<file path="src/rtl/multi_mode_shift_unit.sv">
// multi_mode_shift_unit: multi-cycle shift/rotate engine, one bit position per step.
// Ports: clk, rst_n, start, enable, mode[2:0], amt[AMT_W-1:0], data_in[WIDTH-1:0]
//        -> data_out[WIDTH-1:0], carry, busy, done.
module multi_mode_shift_unit #(
    parameter int WIDTH = 16,
    parameter int AMT_W = 5
) (
    input  logic             clk,
    input  logic             rst_n,
    input  logic             start,
    input  logic             enable,
    input  logic [2:0]       mode,
    input  logic [AMT_W-1:0] amt,
    input  logic [WIDTH-1:0] data_in,
    output logic [WIDTH-1:0] data_out,
    output logic             carry,
    output logic             busy,
    output logic             done
);

    typedef enum logic [1:0] {
        IDLE  = 2'd0,
        SHIFT = 2'd1,
        DONE  = 2'd2
    } state_t;

    state_t           state, state_nx;
    logic [AMT_W-1:0] cnt, cnt_nx;
    logic [2:0]       mode_q, mode_nx;
    logic [WIDTH-1:0] data_nx, step_d;
    logic             carry_nx, step_c;

    // Single-bit step on the working register, selected by the latched mode.
    always_comb begin
        step_d = data_out;
        step_c = 1'b0;
        unique case (mode_q)
            3'd0: begin
                step_d = {data_out[WIDTH-1], data_out[WIDTH-1:1]};
                step_c = data_out[0];
            end
            3'd1: begin
                step_d = {1'b0, data_out[WIDTH-1:1]};
                step_c = data_out[0];
            end
            3'd2: begin
                step_d = {data_out[WIDTH-2:0], 1'b0};
                step_c = data_out[WIDTH-1];
            end
            3'd3: begin
                step_d = {data_out[0], data_out[WIDTH-1:1]};
                step_c = data_out[0];
            end
            3'd4: begin
                step_d = {data_out[WIDTH-2:0], data_out[WIDTH-1]};
                step_c = data_out[WIDTH-1];
            end
            default: begin
                step_d = data_out;
                step_c = 1'b0;
            end
        endcase
    end

    always_comb begin
        state_nx = state;
        cnt_nx   = cnt;
        mode_nx  = mode_q;
        data_nx  = data_out;
        carry_nx = carry;
        unique case (state)
            IDLE: begin
                if (start) begin
                    data_nx  = data_in;
                    mode_nx  = mode;
                    cnt_nx   = amt;
                    carry_nx = 1'b0;
                    state_nx = (amt == '0) ? DONE : SHIFT;
                end
            end
            SHIFT: begin
                if (enable) begin
                    data_nx  = step_d;
                    carry_nx = step_c;
                    cnt_nx   = cnt - AMT_W'(1);
                    if (cnt == AMT_W'(1)) begin
                        state_nx = DONE;
                    end
                end
            end
            DONE: begin
                state_nx = IDLE;
            end
            default: begin
                state_nx = IDLE;
            end
        endcase
    end

    always_ff @(posedge clk or negedge rst_n) begin
        if (!rst_n) begin
            state    <= IDLE;
            cnt      <= '0;
            mode_q   <= '0;
            data_out <= '0;
            carry    <= 1'b0;
        end else begin
            state    <= state_nx;
            cnt      <= cnt_nx;
            mode_q   <= mode_nx;
            data_out <= data_nx;
            carry    <= carry_nx;
        end
    end

    // Both flags decode the state register only, so no input reaches them
    // combinationally.
    assign busy = (state != IDLE);
    assign done = (state == DONE);

endmodule

</file>
<file path="config.mk">
export PLATFORM = sky130hd
export DESIGN_NAME = multi_mode_shift_unit
export DESIGN_NICKNAME = d
export VERILOG_FILES = /design/src/rtl/multi_mode_shift_unit.sv
export SDC_FILE = /design/constraint.sdc
export NUM_CORES = 1
export LEC_CHECK = 0
export CAP_MARGIN = 20
export CELL_PAD_IN_SITES_DETAIL_PLACEMENT = 1
export CELL_PAD_IN_SITES_GLOBAL_PLACEMENT = 1
export CORE_ASPECT_RATIO = 0.6
export CORE_MARGIN = 2
export CORE_UTILIZATION = 39
export CTS_CLUSTER_SIZE = 40
export DETAILED_ROUTE_END_ITERATION = 16
export HOLD_SLACK_MARGIN = 0.08
export MAX_ROUTING_LAYER = met4
export PLACE_DENSITY_LB_ADDON = 0.1
export SKIP_CTS_REPAIR_TIMING = 1
export SLEW_MARGIN = 40
export SYNTH_ARGS = -nofsm -noshare
export SYNTH_HDL_FRONTEND = slang
export SYNTH_SLANG_ARGS = --single-unit
</file>
<file path="constraint.sdc">
create_clock -name clk -period 3.6 [get_ports clk]
set_input_delay 0.72 -clock clk [delete_from_list [all_inputs] [get_ports clk]]
set_output_delay 0.72 -clock clk [all_outputs]
set_load 0.005 [all_outputs]
</file>
==> metrics <==
Initial DRC Count 60; Tmin final 2.369 ns; initial antenna violation count 0; Data arrival, critical path 1.65 ns; IO Count 47; Worst Path Required 2.88 ns; H-tree depth 1; Post-Synth Simple-Gate Area 19.73%; largest family of logic cells by synthesized area simple AND/OR/NAND/NOR gates; Slew Limit Fails 0; Sink Count 27; Hold Crit Class reg -> reg; CP endpoint kind primary output; die extent in x 90.18 µm; Post-synth EDFFs 0; Synthesized Nets 204; ys flop type dfrtp_1; flop and latch count out of synthesis 27; sequential share of the synthesized area 38.88%; overall routing resource usage 21.56%; final worst setup slack 1.231 ns; DRC 0; fmax 422.1 MHz; pin count of the biggest net entering global routing 28; total wire length 4.972 mm; synthesis-to-layout area growth 28.58%; YS warnings 0; Max Cap Viol 0; clk_lat worst skew 0.28 ns; Worst VDD drop 424.8 µV; multi-input logic area 932.1 µm²; peak fanout along the critical path 11; CP max-delay cell dfrtp_1; most frequent cell after synthesis dfrtp_1; Power Density 951.1 nW/µm²; Commonest cells post-synth 27 x dfrtp_1, 20 x nand2_1, 16 x nand3_1, 15 x mux2i_1, 11 x o211ai_2; Worst Tran Pin Value 0.6531 ns; die area 5024 µm²; Clock Skews 0.008712 ns; Post-Syn Area 1738 µm²; leakage power 0.9279 nW; GRT Residual Overflow 0; Vias 1499; GPL Wtd Cong 0.8816; DRT Pass-1 Iters 4; Adder-Cell Fraction of Synth Area 1.440%; count of final setup violators 0; # diodes 0; CTS tree built; Max transition margin 56.34%; mux contribution to synthesized area 12.10%; post-route antenna net violation count 0; RSZ-0062 raised after global routing false; status completed; Fin Setup TNS 0 ns; FF+latch area 675.6 µm²; core box area 4189 µm²; Post-Synthesis Cells 174; row count 18; library cells used by synthesis 41; Fillers 495; Synth Area in XOR/XNOR 2.088%; layout cell share with drive strength beyond 1 14.49%; I/O Buffers 46; first-pass GRT wire length 8.424 mm; CTS buffer count 3; delay of the slowest cell on the worst path 0.55 ns; Syn Area/Cell 9.988 µm²; Setup WS pre-CTS 1.207 ns; WL/cell 18.15 µm; period utilization 65.81%; post-layout net count 245; clk buf depth 2; crit path kind reg -> out; ys async rst share 100.0%; crit-path cells or2_2 -> clkdlybuf4s50_1; top cell type's share of synthesized area 38.88%; top post-synthesis cells by area dfrtp_1 39%, mux2i_1 8.6%, o211ai_2 7.9%; Synth Area in Compound Gates 18.14%; largest area contributor in the netlist dfrtp_1; Critical Path Start Type register; initial cell density of the core 41.49%; Reg clk slew, reported paths 0.10 ns; vias in the first global route 1603; clock root buffer clkbuf_8; Final Hold Vio Count 0; hpwl dp 3.663 mm; Vias/cell 5.471; Die Ht 55.71 µm
==> through the flow <==
| stage | power [W] | instances | util [%] | hold WS (ns) | area (µm²) |
|---|---|---|---|---|---|
| after detailed placement | 0.001944 | 270 | 52.18 | 0.5099 | 2186 |
| after global placement | 0.001876 | 270 | 52.18 | 0.4668 | 2186 |
| after CTS | 0.002134 | 274 | 53.29 | 0.5337 | 2232 |
| after floorplan | 0.001587 | 174 | - | 0.4244 | 1738 |
| final | 0.002125 | 274 | 53.35 | 0.5206 | 2235 |
| after global routing | 0.002308 | 274 | 53.35 | 0.5566 | 2235 |
==> metal layers <==
layer | track usage [%] | routed length [µm] | up-vias
li1 | - | - | 704
met5 | - | 0 | -
met2 | 30.72 | 2121 | 39
met3 | 4.065 | 210 | 2
met4 | 2.857 | 10 | 0
met1 | 32.54 | 2629 | 754
==> flip-flops by register name (all words and copies together), names as in the netlist <==
name / cells
mode_q: 3
state: 2
data_out: 16
cnt: 5
carry: 1
==> power by group <==
group | leakage (nW) | switching (W) | total [W] | internal (W)
clock | 0.0255 | 0.000103 | 0.000180 | 0.0000779
combinational | 0.570 | 0.000636 | 0.00125 | 0.000616
sequential | 0.332 | 0.000241 | 0.000693 | 0.000452
==> logic make-up (layout without fill, tap and decap cells) <==
logic type               Yosys count  count (layout)
AND/OR/NAND/NOR                   65              65
AO/OA/AOI/OAI                     38              38
flip-flops                        27              27
multiplexers                      20              20
buffers and inverters             20              60
adder cells (fa/ha/maj)            2               2
XOR/XNOR                           2               2
==> worst max-delay path: cells and delay by family, from the launching register on <==
| kind | cells | cell delay, ns |
|---|---|---|
| flops | 1 | 0.55 |
| buf+inv | 1 | 0.46 |
| simple gates | 1 | 0.37 |
==> final timing paths <==
kind	cells after the start	start	to	slack [ns]
worst min register to register	2	carry	carry	0.52
worst max register to register	4	state[0]	data_out[9]	1.77
worst max-delay path	2	state[0]	busy	1.23
max in group asynchronous	2	rst_n	data_out[13]	2.51
worst min-delay path	2	carry	carry	0.52
min in group asynchronous	2	rst_n	cnt[2]	0.82
==> cell usage in the layout (no fill, tap or decap), types with 2 or more instances in the layout <==
cell type	n
nor2_2	2
inv_1	8
mux2_2	4
nand2_1	20
clkbuf_8	3
nand3_1	16
and3_1	2
o211ai_2	11
a22oi_1	2
nor3_1	5
o21ai_0	6
buf_4	2
ha_1	2
mux2i_1	15
nor2_1	7
nand2b_1	3
clkdlybuf4s50_1	46
o211ai_1	4
a21oi_1	7
dfrtp_1	27
==> final cells by class <==
cell class                 instances  area share (%)
inverter                           8           1.344
tap                               60           3.359
multi-input combinational        127           41.71
clock inverter                     1          0.2240
timing repair buffer              48           21.28
sequential                        27           30.24
clock buffer                       3           1.848
No activity file was read; power rests on OpenSTA's default activity.
